===== src/rtl/lfsr_crypt_pkg.sv =====
// ---------------------------------------------------------------------------
// lfsr_crypt_pkg
// Shared definitions for the LFSR stream-cipher engine.
//   state_t : control FSM states
//   SPACE   : pad character written around the message in a frame
//   tap_of  : tap pattern lookup, index 0..8, unknown index returns no taps
//   par7    : parity over the 7 data bits of a cipher byte
// ---------------------------------------------------------------------------
package lfsr_crypt_pkg;

    typedef enum logic [1:0] {
        IDLE = 2'd0,
        LOAD = 2'd1,
        RUN  = 2'd2,
        DONE = 2'd3
    } state_t;

    localparam logic [7:0] SPACE = 8'h20;

    function automatic logic [6:0] tap_of(input logic [3:0] idx);
        logic [6:0] t;
        case (idx)
            4'd0:    t = 7'h60;
            4'd1:    t = 7'h48;
            4'd2:    t = 7'h78;
            4'd3:    t = 7'h72;
            4'd4:    t = 7'h6A;
            4'd5:    t = 7'h69;
            4'd6:    t = 7'h5C;
            4'd7:    t = 7'h7E;
            4'd8:    t = 7'h7B;
            default: t = 7'h00;
        endcase
        return t;
    endfunction

    function automatic logic par7(input logic [6:0] v);
        return ^v;
    endfunction

endpackage


===== src/rtl/lfsr_crypt_engine_if.sv =====
// ---------------------------------------------------------------------------
// lfsr_crypt_engine_if
// Byte streams of the engine: source (in_*) and result (out_*), both
// valid/ready handshakes.
//   master : the environment (drives source, accepts results)
//   slave  : the engine
// ---------------------------------------------------------------------------
interface lfsr_crypt_engine_if;
    logic       in_valid;
    logic [7:0] in_data;
    logic       in_ready;
    logic       out_valid;
    logic [7:0] out_data;
    logic       out_ready;

    modport master (
        output in_valid, in_data, out_ready,
        input  in_ready, out_valid, out_data
    );

    modport slave (
        input  in_valid, in_data, out_ready,
        output in_ready, out_valid, out_data
    );
endinterface


===== src/rtl/lfsr_gen.sv =====
// ---------------------------------------------------------------------------
// lfsr_gen
// Keystream LFSR register: s_next = {s[W-2:0], ^(s & taps)}.
//   clk, init_n : clock, synchronous active-low reset (state -> 0)
//   i_load      : load i_seed (wins over i_adv)
//   i_seed      : seed value
//   i_adv       : step the register once
//   i_sel       : tap-pattern index
//   o_state     : current state
//   o_next      : state after one step (lets the caller look ahead)
// ---------------------------------------------------------------------------
module lfsr_gen
    import lfsr_crypt_pkg::*;
#(
    parameter int LFSR_W = 7
) (
    input  logic              clk,
    input  logic              init_n,
    input  logic              i_load,
    input  logic [LFSR_W-1:0] i_seed,
    input  logic              i_adv,
    input  logic [3:0]        i_sel,
    output logic [LFSR_W-1:0] o_state,
    output logic [LFSR_W-1:0] o_next
);
    logic [LFSR_W-1:0] r_lfsr;
    logic [6:0]        w_tap7;
    logic [LFSR_W-1:0] w_taps;

    assign w_tap7  = tap_of(i_sel);
    assign w_taps  = LFSR_W'(w_tap7);
    assign o_next  = {r_lfsr[LFSR_W-2:0], ^(r_lfsr & w_taps)};
    assign o_state = r_lfsr;

    // LFSR state register: reset, load or step
    always_ff @(posedge clk) begin
        if (!init_n) begin
            r_lfsr <= '0;
        end else if (i_load) begin
            r_lfsr <= i_seed;
        end else if (i_adv) begin
            r_lfsr <= o_next;
        end else begin
            r_lfsr <= r_lfsr;
        end
    end
endmodule


===== src/rtl/lfsr_crypt_engine.sv =====
// ---------------------------------------------------------------------------
// lfsr_crypt_engine
// Frames and encrypts a message with an LFSR keystream, or decrypts a frame.
//   clk, init_n : clock, synchronous active-low reset
//   bgn         : start request (IDLE / DONE)
//   mode        : 0 encrypt, 1 decrypt
//   pt_no       : tap-pattern index
//   lfsr_init   : seed (0 is replaced by 1)
//   pre_length  : leading pad bytes
//   msg_len     : message characters (encrypt)
//   s_if        : source / result byte streams
//   ack         : run complete (DONE)
//   cfg_err     : illegal pt_no at start
//   par_err     : sticky decrypt parity failure
//   err_cnt     : decrypt parity failures, saturating
// ---------------------------------------------------------------------------
module lfsr_crypt_engine
    import lfsr_crypt_pkg::*;
#(
    parameter int LFSR_W    = 7,
    parameter int FRAME_LEN = 64,
    parameter int MAX_MSG   = 49,
    parameter int NUM_PTRN  = 9
) (
    input  logic               clk,
    input  logic               init_n,
    input  logic               bgn,
    input  logic               mode,
    input  logic [3:0]         pt_no,
    input  logic [LFSR_W-1:0]  lfsr_init,
    input  logic [7:0]         pre_length,
    input  logic [5:0]         msg_len,
    lfsr_crypt_engine_if.slave s_if,
    output logic               ack,
    output logic               cfg_err,
    output logic               par_err,
    output logic [6:0]         err_cnt
);
    localparam logic [7:0] FRAME_B = 8'(FRAME_LEN);
    localparam logic [7:0] MAX_B   = 8'(MAX_MSG);
    localparam logic [3:0] NPTRN_B = 4'(NUM_PTRN);

    state_t            r_state, w_state_nxt;
    logic              r_mode;
    logic [3:0]        r_pt;
    logic [7:0]        r_pre, r_msg_end, r_idx;
    logic              r_out_valid;
    logic [7:0]        r_out_data;
    logic              r_cfg_err, r_par_err;
    logic [6:0]        r_err_cnt;

    logic [7:0]        w_msg_clip, w_msg_eff;
    logic [8:0]        w_sum;
    logic [LFSR_W-1:0] w_seed, w_lfsr, w_lfsr_nxt, w_ks;
    logic [6:0]        w_ks7, w_p7, w_c7;
    logic [7:0]        w_byte;
    logic              w_run, w_in_msg, w_space, w_in_rdy, w_in_hs, w_out_hs;
    logic              w_gen, w_emit, w_adv, w_last, w_bad, w_load;

    assign w_seed = (lfsr_init == '0) ? {{(LFSR_W-1){1'b0}}, 1'b1} : lfsr_init;
    assign w_load = (r_state == LOAD);

    lfsr_gen #(.LFSR_W(LFSR_W)) u_gen (
        .clk     (clk),
        .init_n  (init_n),
        .i_load  (w_load),
        .i_seed  (w_seed),
        .i_adv   (w_adv),
        .i_sel   (r_pt),
        .o_state (w_lfsr),
        .o_next  (w_lfsr_nxt)
    );

    // Clip the requested message length so message plus pad fits the frame
    always_comb begin
        w_msg_clip = {2'b00, msg_len};
        w_msg_eff  = 8'd0;
        w_sum      = 9'd0;
        if ({2'b00, msg_len} > MAX_B) begin
            w_msg_clip = MAX_B;
        end else begin
            w_msg_clip = {2'b00, msg_len};
        end
        w_sum = {1'b0, pre_length} + {1'b0, w_msg_clip};
        if (pre_length >= FRAME_B) begin
            w_msg_eff = 8'd0;
        end else if (w_sum > {1'b0, FRAME_B}) begin
            w_msg_eff = FRAME_B - pre_length;
        end else begin
            w_msg_eff = w_msg_clip;
        end
    end

    // Byte-slot datapath: when a byte is produced, which key, what value
    always_comb begin
        w_run    = (r_state == RUN);
        w_in_msg = (r_idx >= r_pre) && (r_idx < r_msg_end);
        // result register free now, or emptied by this cycle's handshake
        w_space  = (r_idx < FRAME_B) && (!r_out_valid || s_if.out_ready);
        w_out_hs = init_n && r_out_valid && s_if.out_ready;
        w_in_rdy = 1'b0;
        w_gen    = 1'b0;
        w_emit   = 1'b0;
        w_ks     = w_lfsr;
        if (r_mode) begin
            w_in_rdy = init_n && w_run && w_space;
            w_gen    = w_run && w_space && s_if.in_valid;
            w_emit   = w_gen && (r_idx >= r_pre);
            w_ks     = w_lfsr;
        end else begin
            w_in_rdy = init_n && w_run && w_space && w_in_msg;
            w_gen    = w_run && w_space && (!w_in_msg || s_if.in_valid);
            w_emit   = w_gen;
            // the key steps on the result handshake; a byte built in that
            // same cycle must already use the stepped key
            w_ks     = w_out_hs ? w_lfsr_nxt : w_lfsr;
        end
        w_in_hs = w_in_rdy && s_if.in_valid;
        w_adv   = w_run && (r_mode ? w_in_hs : w_out_hs);
        w_ks7   = 7'(w_ks);
        w_p7    = (!r_mode && !w_in_msg) ? SPACE[6:0] : s_if.in_data[6:0];
        w_c7    = w_p7 ^ w_ks7;
        w_byte  = r_mode ? {1'b0, w_c7} : {par7(w_c7), w_c7};
        w_last  = w_run && (r_idx >= FRAME_B) && (!r_out_valid || s_if.out_ready);
        w_bad   = r_mode && w_in_hs && (s_if.in_data[7] != par7(s_if.in_data[6:0]));
    end

    // FSM next state
    always_comb begin
        w_state_nxt = r_state;
        case (r_state)
            IDLE:    w_state_nxt = bgn ? LOAD : IDLE;
            LOAD:    w_state_nxt = (pt_no >= NPTRN_B) ? DONE : RUN;
            RUN:     w_state_nxt = w_last ? DONE : RUN;
            DONE:    w_state_nxt = bgn ? LOAD : DONE;
            default: w_state_nxt = IDLE;
        endcase
    end

    // FSM state register
    always_ff @(posedge clk) begin
        if (!init_n) begin
            r_state <= IDLE;
        end else begin
            r_state <= w_state_nxt;
        end
    end

    // Configuration latch, frame index, result register and error status
    always_ff @(posedge clk) begin
        if (!init_n) begin
            r_mode      <= 1'b0;
            r_pt        <= 4'd0;
            r_pre       <= 8'd0;
            r_msg_end   <= 8'd0;
            r_idx       <= 8'd0;
            r_out_valid <= 1'b0;
            r_out_data  <= 8'h00;
            r_cfg_err   <= 1'b0;
            r_par_err   <= 1'b0;
            r_err_cnt   <= 7'd0;
        end else begin
            case (r_state)
                IDLE, DONE: begin
                    if (bgn) begin
                        r_cfg_err <= 1'b0;
                        r_par_err <= 1'b0;
                        r_err_cnt <= 7'd0;
                    end
                end
                LOAD: begin
                    r_mode      <= mode;
                    r_pt        <= pt_no;
                    r_pre       <= pre_length;
                    r_msg_end   <= pre_length + w_msg_eff;
                    r_idx       <= 8'd0;
                    r_out_valid <= 1'b0;
                    r_cfg_err   <= (pt_no >= NPTRN_B);
                end
                RUN: begin
                    if (w_gen) begin
                        r_idx <= r_idx + 8'd1;
                    end
                    if (w_emit) begin
                        r_out_valid <= 1'b1;
                        r_out_data  <= w_byte;
                    end else if (w_out_hs) begin
                        r_out_valid <= 1'b0;
                    end
                    if (w_bad) begin
                        r_par_err <= 1'b1;
                        if (r_err_cnt != 7'h7F) begin
                            r_err_cnt <= r_err_cnt + 7'd1;
                        end
                    end
                end
                default: begin
                    r_out_valid <= 1'b0;
                end
            endcase
        end
    end

    // valid/ready are masked while init_n is low so no transfer completes
    assign s_if.in_ready  = w_in_rdy;
    assign s_if.out_valid = r_out_valid && init_n;
    assign s_if.out_data  = r_out_data;
    assign ack            = (r_state == DONE);
    assign cfg_err        = r_cfg_err;
    assign par_err        = r_par_err;
    assign err_cnt        = r_err_cnt;
endmodule


===== src/flat_wrapper.sv =====
// flat-port wrapper written by rule: the top's interface ports become plain ports
module lfsr_crypt_engine_flat import lfsr_crypt_pkg::*;
#(
    parameter int LFSR_W    = 7,
    parameter int FRAME_LEN = 64,
    parameter int MAX_MSG   = 49,
    parameter int NUM_PTRN  = 9
)
  (clk, init_n, bgn, mode, pt_no, lfsr_init, pre_length, msg_len, ack, cfg_err, par_err, err_cnt, s_if_in_valid, s_if_in_data, s_if_out_ready, s_if_in_ready, s_if_out_valid, s_if_out_data);
  lfsr_crypt_engine_if s_if_i ();
  input  logic clk;
  input  logic init_n;
  input  logic bgn;
  input  logic mode;
  input  logic [3:0] pt_no;
  input  logic [LFSR_W-1:0] lfsr_init;
  input  logic [7:0] pre_length;
  input  logic [5:0] msg_len;
  output logic ack;
  output logic cfg_err;
  output logic par_err;
  output logic [6:0] err_cnt;
  input wire logic [$bits(s_if_i.in_valid)-1:0] s_if_in_valid;
  input wire logic [$bits(s_if_i.in_data)-1:0] s_if_in_data;
  input wire logic [$bits(s_if_i.out_ready)-1:0] s_if_out_ready;
  output wire logic [$bits(s_if_i.in_ready)-1:0] s_if_in_ready;
  output wire logic [$bits(s_if_i.out_valid)-1:0] s_if_out_valid;
  output wire logic [$bits(s_if_i.out_data)-1:0] s_if_out_data;
  assign s_if_i.in_valid = s_if_in_valid;
  assign s_if_i.in_data = s_if_in_data;
  assign s_if_i.out_ready = s_if_out_ready;
  assign s_if_in_ready = s_if_i.in_ready;
  assign s_if_out_valid = s_if_i.out_valid;
  assign s_if_out_data = s_if_i.out_data;
  lfsr_crypt_engine #(.LFSR_W(LFSR_W), .FRAME_LEN(FRAME_LEN), .MAX_MSG(MAX_MSG), .NUM_PTRN(NUM_PTRN)) u_core (.clk(clk), .init_n(init_n), .bgn(bgn), .mode(mode), .pt_no(pt_no), .lfsr_init(lfsr_init), .pre_length(pre_length), .msg_len(msg_len), .s_if(s_if_i), .ack(ack), .cfg_err(cfg_err), .par_err(par_err), .err_cnt(err_cnt));
endmodule

===== config.mk =====
export PLATFORM = sky130hd
export DESIGN_NAME = lfsr_crypt_engine_flat
export DESIGN_NICKNAME = d
export VERILOG_FILES = /design/src/rtl/lfsr_crypt_pkg.sv /design/src/rtl/lfsr_crypt_engine_if.sv /design/src/rtl/lfsr_gen.sv /design/src/rtl/lfsr_crypt_engine.sv /design/src/flat_wrapper.sv
export SDC_FILE = /design/constraint.sdc
export NUM_CORES = 1
export LEC_CHECK = 0
export CORE_MARGIN = 2
export CORE_UTILIZATION = 58
export CTS_BUF_LIST = sky130_fd_sc_hd__clkbuf_8
export DETAILED_ROUTE_END_ITERATION = 10
export GPL_ROUTABILITY_DRIVEN = 0
export PLACE_DENSITY = 0.84
export SLEW_MARGIN = 20
export SYNTH_ARGS = -nofsm -noshare
export SYNTH_HDL_FRONTEND = slang
export SYNTH_HIERARCHICAL = 1
export SYNTH_SLANG_ARGS = --single-unit

===== constraint.sdc =====
create_clock -name clk -period 5 [get_ports clk]
set_clock_uncertainty 0.1 [all_clocks]
set_input_delay 0.5 -clock clk [delete_from_list [all_inputs] [get_ports clk]]
set_output_delay 0.5 -clock clk [all_outputs]
set_load 0.02 [all_outputs]

After elaboration in Yosys (flattened, before gate mapping)
Memories as Yosys holds them, arrays and structs flattened. A register that Yosys moved wholly into a read port is not among the register bits.
Cells that the tools add are included.
{ "classes": {"n_reduce_logical": 39, "addsub": 5, "bitwise_logic": 2, "eq_ne": 10, "order_cmp": 8, "mux": 34} }
{ "op_table": {"columns": ["op", "n"], "rows": [
  ["two-way mux 7 bit", 9],
  ["two-way mux 8 bit", 4],
  ["parity 7 bit", 3],
  ["logical AND 1 bit", 18],
  [">= comparator 8 x 7 -> 1 bit, second input constant", 2],
  ["one-hot mux 8 bit (2 select lines)", 1],
  ["one-hot mux 7 bit (2 select lines)", 1],
  ["two-way mux 1 bit", 11],
  ["adder 8 x 6 -> 9 bit", 1],
  ["> comparator 9 x 7 -> 1 bit, second input constant", 1],
  ["adder 8 x 1 -> 8 bit, second input constant", 1],
  ["adder 8 bit", 1],
  [">= comparator 8 bit", 1],
  ["< comparator 8 x 7 -> 1 bit, second input constant", 1],
  ["< comparator 8 bit", 1],
  ["two-way mux 4 bit", 2],
  ["inequality test 2 bit, second input constant", 4],
  ["one-hot mux 2 bit (4 select lines)", 1],
  ["AND reduction 2 bit", 4],
  ["nonzero test 2 bit", 4],
  ["subtractor 7 x 8 -> 8 bit, first input constant", 1],
  ["adder 7 x 1 -> 7 bit, second input constant", 1],
  ["bitwise AND 7 bit", 1],
  ["zero test 7 bit", 1],
  ["17 further kinds", 23]
]} }
{ "totals": {"memories": 1, "mem_bits_ro": 112, "regBits": 56} }
{ "memory_table": {"columns": ["name", "depth", "width", "read_ports", "rd_clocked_by_memory_dff", "write_ports", "line_no", "text"], "rows": [
  ["(no name shown)", 16, 7, 1, 1, 0, "lfsr_crypt_pkg.sv:22", "case (idx)"]
]} }

Depth between registers and ports, before layout
Gate-level depths: netlist (run 1).
{ "logic_depth": {"word_depth": 11, "ltp_mapped": 24, "ltp_nobuf": 24} }

By module
Netlist (run 1), hierarchy kept.
{ "by_module_without_submodules": {"columns": ["mod", "seq_area_each_um2", "cells_each", "instances", "area_each_um2"], "rows": [
  ["lfsr_crypt_engine", 980.9, 437, 1, 3686.0],
  ["lfsr_gen", 140.1, 88, 1, 714.4]
]} }

Least setup slack after synthesis (run 1)
No wires, ideal clock.
{ "synth_timing": {"path_type": "input to register", "from": "input msg_len[4]", "to": "register u_core.r_msg_end[6]", "stages": 22, "t_arrival_ns": 4.186, "required_ns": 4.783, "slack_ns": 0.597, "n_path_buf": 0, "path_cell_list": "nand2_1 and2_1 ha_1 a21o_1 a21o_1 maj3_1 a21oi_1 mux2_2 o21ai_2 a21oi_1 a311oi_1 ha_1 inv_1 fa_1 inv_1 a21oi_1 o21bai_1 a21o_1 a21oi_1 xnor2_1 mux2i_1 nor2b_1"} }
{ "synth_via": {"elab_chain_len": 7} }
{ "synth_lines": {"columns": ["item", "line_no", "text"], "rows": [
  ["from (decl)", "flat_wrapper.sv:18", "input logic [5:0] msg_len;"],
  ["> comparator 6 bit", "lfsr_crypt_engine.sv:79", "if ({2'b00, msg_len} > MAX_B) begin"],
  ["two-way mux 6 bit (*)", "lfsr_crypt_engine.sv:79", null],
  ["adder 8 x 6 -> 9 bit", "lfsr_crypt_engine.sv:84", "w_sum = {1'b0, pre_length} + {1'b0, w_msg_clip};"],
  ["> comparator 9 x 7 -> 1 bit", "lfsr_crypt_engine.sv:87", "end else if (w_sum > {1'b0, FRAME_B}) begin"],
  ["two-way mux 8 bit (*)", "lfsr_crypt_engine.sv:87", null],
  ["two-way mux 8 bit (*)", "lfsr_crypt_engine.sv:85", "if (pre_length >= FRAME_B) begin"],
  ["adder 8 bit (*)", "lfsr_crypt_engine.sv:175", "r_msg_end <= pre_length + w_msg_eff;"],
  ["to (signal assigned)", "lfsr_crypt_engine.sv:175", null],
  ["to (decl)", "lfsr_crypt_engine.sv:46", "logic [7:0] r_pre, r_msg_end, r_idx;"]
]} }
Every way passes the cells marked *; elsewhere a longest branch is shown, timed or not.
A chain may end at the register's enable or synchronous reset.

Worst setup path in the final report (run 1)
{ "layout_timing": {"from": "input msg_len[5]", "to": "register u_core.r_msg_end[6]"} }
Same word-level chain as after synthesis.

==> results.py, run 1 <==
metrics = {
    "floorplan": {
        "core_region_area_um2": 7290,
        "io_pins": 59,
        "rows": 31,
        "die-area_um2": 8300,
        "die_y_um": 91.1,
        "initial_core_util_pct": 60.3,
        "die_w_um": 91.1,
    },
    "yosys": {
        "seq_area_frac_synth_pct": 25.5,
        "async_reset_ff_share_pct": 0,
        "ys_top_cells_by_area": "dfxtp_1, ha_1, mux2i_1, xnor2_1, nor2b_1",
        "syn_avg_cell_area_um2": 8.38,
        "synth_adder_area_share_pct": 12.5,
        "netlist.area_leader.share_pct": 25.5,
        "synth_top_family_by_area": "simple AND/OR/NAND/NOR gates",
        "synth_edf_count": 0,
        "synth-main-ff-cell": "dfxtp_1",
        "synth_mux_area_share_pct": 9.21,
        "synth_simple_gate_area_share_pct": 20.0,
        "synth_compound_area_share_pct": 17.0,
        "netlist-cell-type-count": 66,
        "yosys_warnings": 6,
        "synth_nets": 605,
        "synth_top_area_cell": "dfxtp_1",
        "synth-xor-area-share_pct": 9.21,
        "syn_inst": 525,
        "synth-seq-cells": 56,
        "netlist_area_um2": 4400,
    },
    "clock_network": {
        "clk_latency_ns": 0.30,
        "cts_setup_buffers": 0,
        "cts.reportedPaths.clkPinSlew_ns": 0.10,
        "cts_inserted_buffers": 5,
        "cts_htree_levels": 2,
        "cts-root-buf": "clkbuf_8",
        "cts_tree": "done",
        "cts_buffer_depth": 2,
        "numClockSinks": 56,
    },
    "route": {
        "ant_nets": 0,
        "drtPass1Iterations": 4,
        "drt-total-wl_um": 9560,
        "drc": 0,
        "vias": 3741,
        "first_iter_violations": 215,
        "wl_per_cell_um": 14.3,
        "viasPerCell": 5.59,
    },
    "critical_path": {
        "cp_slowest_cell": "clkdlybuf4s50_1",
        "worst_path_largest_cell_delay_ns": 0.48,
        "crit_arrival_ns": 4.84,
        "crit_type": "primary input to register",
        "end_kind": "register",
        "critPathRequiredTime_ns": 5.10,
        "cp_max_fo": 6,
        "cp_cell_sequence": "clkdlybuf4s50_1 > nand2_1 > and2_1 > ha_1 > a21o_1 > a21o_1 > maj3_1 > a21oi_2 > mux2_2 > o21ai_4 > a21oi_1 > a311oi_2 > ha_2 > inv_1 > fa_1 > inv_1 > a21oi_1 > o21bai_1 > a21o_1 > a21oi_1 > xnor2_1 > mux2i_1 > nor2b_1",
        "worstSetupStartpointType": "primary input",
    },
    "pwr": {
        "p_sw_share_pct": 36.5,
        "sequentialPowerShare_pct": 37.7,
        "power.leakage_nw": 2.07,
        "p_per_area_nw_per_um2": 273,
        "power_mw": 1.41,
        "p_int_uw": 895,
        "pwr-share-comb_pct": 43.2,
        "p_sw_uw": 514,
        "power_frac_clock_pct": 19.2,
        "ir_worst_vdd_uv": 180,
    },
    "global_route": {
        "grt_use_met1_pct": 30.8,
        "grt_overflow_total": 0,
        "grt_busiest_layer": "met2",
        "grt_pass1_vias": 3742,
        "antenna_found_initial": 0,
        "use_met3_pct": 2.49,
        "grt_util_met2_pct": 41.4,
        "grt_use_total_pct": 23.4,
        "grt_pass1_wl_um": 16500,
        "grt_max_degree": 46,
    },
    "layout": {
        "final-seq-area_um2": 1120,
        "syn_to_final_growth_pct": 17.2,
        "layout_commonest_cell": "clkdlybuf4s50_1",
        "fin_area_um2": 5160,
        "drive_above_1_share_pct": 6.67,
        "diodes": 0,
        "mostFrequentLayoutCells": "clkdlybuf4s50_1, dfxtp_1, inv_1, mux2i_1, ha_1",
        "multi_input_area_um2": 3010,
        "nFillCells": 597,
        "layout.nets": 649,
        "final_core_util_pct": 70.7,
    },
    "run_status": {
        "status": "finished clean",
    },
    "placement": {
        "dpl_cell_area_um2": 5030,
        "io_buffers": 58,
        "dpl.hpwl_um": 7440,
    },
    "timing": {
        "tightest_slew_ns": 0.988,
        "tns_ns": 0,
        "fin_crit_ns": 4.74,
        "slew_headroom_pct": 34.1,
        "slew_viol_final": 0,
        "hold_viol": 0,
        "fin_crit_sh_pct": 94.7,
        "fmax_ghz": 0.211,
        "setup_viol_count_final": 0,
    },
    "job": {
        "cap_violations": 0,
    },
    "min_path": {
        "hold_path_class": "register to register",
    },
}
## repair_timing
action / CTS / global route
hold buffers: 0 / 0
resized for setup: 0 / 4
setup endpoints to repair: 0 / 3
hold endpoints to repair: 0 / 0
## worst max-delay path: cells and delay by family
kind            cells  cell delay [ns]
mux                 2             0.52
compound gates     10             1.49
fa+ha+maj           4             1.25
xor+xnor            1             0.13
buf+inv             3             0.60
simple gates        3             0.34
## area by class of cell
class,instances,area share [%]
clock buffer,6,1.60
clock inverter,2,0.340
inverter,38,2.77
multi-input combinational,400,58.4
sequential,56,21.7
tap,99,2.40
timing repair buffer,68,12.7
## routing by layer
metal / up-vias / share of wire (%) / wire (µm)
met5: - / 0 / 0
met4: 0 / 0.42 / 40
met3: 2 / 4.3 / 414
met2: 68 / 48 / 4590
met1: 1771 / 47 / 4510
li1: 1900 / - / -
## state kept, by name, indices dropped and copies added (netlist names)
register and cells:
u_core/cfg_err 1, u_core/err_cnt 7, u_core/par_err 1, u_core/r_idx 8, u_core/r_mode 1, u_core/r_msg_end 8
u_core/r_out_valid 1, u_core/r_pre 8, u_core/r_pt 4, u_core/r_state 2, u_core/s_if.out_data 8, u_core/u_gen/o_state 7
## final timing paths
path	start	to	slack (ns)	cells after the start
worst max-delay path	msg_len[5]	u_core/r_msg_end[6]	0.26	23
worst min-delay path	u_core/s_if.out_data[7]	u_core/s_if.out_data[7]	0.38	2
worst max register to register	u_core/r_pt[1]	u_core/s_if.out_data[7]	1.35	16
worst min register to register	u_core/s_if.out_data[7]	u_core/s_if.out_data[7]	0.38	2
## synth_stat cells, types with 7 or more instances
| library cell | n |
|---|---|
| dfxtp_1 | 56 |
| ha_1 | 39 |
| inv_1 | 38 |
| mux2i_1 | 38 |
| nor2b_1 | 32 |
| nand2_1 | 31 |
| a21oi_1 | 26 |
| nor2_1 | 24 |
| o21ai_0 | 24 |
| xnor2_1 | 24 |
| clkbuf_1 | 20 |
| and2_1 | 17 |
| xor2_1 | 16 |
| nand3_1 | 13 |
| nor3_1 | 12 |
| nand2b_1 | 9 |
| a21o_1 | 7 |
## cell families (layout without fill, tap and decap cells)
| kind of cell | count (synthesis) | in the layout |
|---|---|---|
| fa+ha+maj | 43 | 43 |
| buf+inv | 69 | 114 |
| simple gates | 164 | 164 |
| xor+xnor | 43 | 43 |
| compound gates | 110 | 110 |
| mux | 40 | 40 |
| flops | 56 | 56 |
## per-stage QoR
| stage | hold slack (ns) | std cells | worst slack (ns) |
|---|---|---|---|
| after detailed placement | 0.369 | 661 | -0.161 |
| after CTS | 0.384 | 669 | 0.168 |
| after floorplan | 0.354 | 525 | 0.597 |
| after global placement | 0.367 | 661 | 0.00844 |
| final | 0.382 | 669 | 0.263 |
| after global routing | 0.405 | 669 | -0.0425 |
## power groups by stage
stage | Clock [mW] | Sequential [mW] | Combinational, mW
after CTS | 0.276 | 0.530 | 0.601
after global placement | 0 | 0.538 | 0.579
after detailed placement | 0 | 0.540 | 0.596
after global routing | 0.293 | 0.538 | 0.668
final | 0.270 | 0.531 | 0.608
after floorplan | 0 | 0.538 | 0.448
Note: power is estimated with default switching activity, not from simulation.
==> run 2, diff against run 1 <==
- CORE_UTILIZATION: 58 -> 52
- PLACE_DENSITY: 0.84 -> 0.79
- clock period: 5 -> 4.12 ns (I/O delays scaled with it)
==> results.py, run 2 (synthesis gave the netlist of run 1 again) <==
metrics = {
    "layout": {
        "drive_above_1_share_pct": 14.2,
        "layout_commonest_cell": "dfxtp_1",
        "mostFrequentLayoutCells": "dfxtp_1, clkdlybuf4s50_1, mux2i_1",
        "stdcell_count": 698,
        "nFillCells": 686,
        "final-seq-area_um2": 1120,
        "final_core_util_pct": 66.2,
        "multi_input_area_um2": 3130,
        "fin_area_um2": 5440,
        "diodes": 0,
        "syn_to_final_growth_pct": 23.6,
        "layout.nets": 672,
    },
    "route": {
        "ant_nets": 0,
        "viasPerCell": 5.44,
        "drt-total-wl_um": 10100,
        "vias": 3800,
        "drtPass1Iterations": 4,
        "drc": 0,
        "first_iter_violations": 82,
        "wl_per_cell_um": 14.5,
    },
    "timing": {
        "tightest_slew_ns": 0.724,
        "holdWs_ns": 0.375,
        "slew_viol_final": 0,
        "slew_headroom_pct": 51.4,
        "rsz0062_at_grt": "false",
        "setup_viol_count_final": 0,
        "fmax_ghz": 0.250,
        "fin_crit_sh_pct": 97.1,
        "fin_crit_ns": 4.00,
        "hold_viol": 0,
    },
    "global_route": {
        "grt_pass1_vias": 3673,
        "grt_pass1_wl_um": 16600,
        "grt_use_total_pct": 22.7,
        "grt_max_degree": 36,
        "antenna_found_initial": 0,
        "grt_overflow_total": 0,
    },
    "floorplan": {
        "die_y_um": 96.0,
        "io_pins": 59,
        "die-area_um2": 9210,
        "die_w_um": 96.0,
        "core_region_area_um2": 8220,
        "rows": 33,
        "initial_core_util_pct": 53.6,
    },
    "critical_path": {
        "worstSetupStartpointType": "primary input",
        "critPathMostFrequentCell": "a21o_1",
        "worst_path_largest_cell_delay_ns": 0.39,
        "crit_type": "primary input to register",
        "cp_max_fo": 4,
        "crit_arrival_ns": 4.12,
        "end_kind": "register",
        "cp_cell_sequence": "clkbuf_2 > nand2_2 > and2_4 > ha_4 > a21o_1 > a21o_1 > maj3_2 > a21oi_4 > mux2_4 > o21ai_4 > a21oi_2 > a311oi_2 > ha_2 > inv_2 > fa_2 > inv_2 > a21oi_1 > o21bai_1 > a21o_1 > a21oi_2 > xnor2_1 > mux2i_1 > nor2b_1",
        "cp_slowest_cell": "fa_2",
        "critPathRequiredTime_ns": 4.24,
    },
    "clock_network": {
        "cts_inserted_buffers": 5,
        "cts_htree_levels": 2,
        "clk_latency_ns": 0.32,
        "cts-root-buf": "clkbuf_8",
        "cts.reportedPaths.clkPinSlew_ns": 0.10,
        "cts_tree": "done",
        "numClockSinks": 56,
        "cts_buffer_depth": 2,
    },
    "placement": {
        "io_buffers": 58,
        "dpl_cell_area_um2": 5200,
        "dp.cells": 685,
        "dpl.hpwl_um": 7660,
    },
    "job": {
        "cap_violations": 0,
    },
    "pwr": {
        "p_per_area_nw_per_um2": 320,
        "ir_worst_vdd_uv": 159,
        "power.leakage_nw": 2.21,
    },
    "run_status": {
        "status": "finished clean",
    },
    "min_path": {
        "hold_path_class": "register to register",
    },
}
-- run 2: stage by stage --
stage	total power [mW]	setup TNS, ns	setup WS, ns
after floorplan	1.20	0	0.0162
after global placement	1.38	-2.14	-0.507
after detailed placement	1.40	-3.12	-0.667
after CTS	1.73	0	0.00550
after global routing	1.86	0	0.00228
final	1.74	0	0.121
-- run 2: layout make-up --
type / count / share of cell area (%)
tap: 105 / 2.42
sequential: 56 / 20.6
timing repair buffer: 91 / 15.0
multi-input combinational: 400 / 57.6
clock buffer: 5 / 1.27
inverter: 38 / 2.62
clock inverter: 3 / 0.506
-- run 2: power breakdown --
group | internal (mW) | switching [mW] | leakage (nW)
logic | 0.378 | 0.398 | 1.71
clock network | 0.125 | 0.196 | 0.0463
registers | 0.592 | 0.0500 | 0.455
total | 1.10 | 0.644 | 2.21
-- run 2: what timing repair did --
item | 4_1_cts | 5_1_grt
endpoints found under the hold margin | 0 | 0
setup endpoints to repair | 5 | 4
pin swaps | 15 | 24
gates resized for setup | 22 | 22
buffers inserted | 4 | 1
hold buffers | 0 | 0
-- run 2: final timing paths --
| check | from | endpoint | slack (ns) | depth (start not counted) |
|---|---|---|---|---|
| worst max-delay path | msg_len[4] | u_core/r_msg_end[6] | 0.12 | 23 |
| worst min-delay path | u_core/s_if.out_data[7] | u_core/s_if.out_data[7] | 0.38 | 2 |
| worst max register to register | u_core/r_pt[1] | u_core/s_if.out_data[7] | 0.55 | 16 |
| worst min register to register | u_core/s_if.out_data[7] | u_core/s_if.out_data[7] | 0.38 | 2 |
-- run 2: layer usage --
layer	wire length [µm]	global-route usage (%)
met1	4610	28.1
met2	4920	40.0
met3	380	3.37
met4	193	7.74
met5	0	0
-- run 2: worst max-delay path, delay by kind of cell --
family / cells / cell delay, ns
xor gates and xnor gates: 1 / 0.12
and+or+nand+nor: 3 / 0.31
adders and majority gates: 4 / 1.21
muxes: 2 / 0.45
buffers and inverters: 3 / 0.19
AOI/OAI and AO/OA: 10 / 1.40
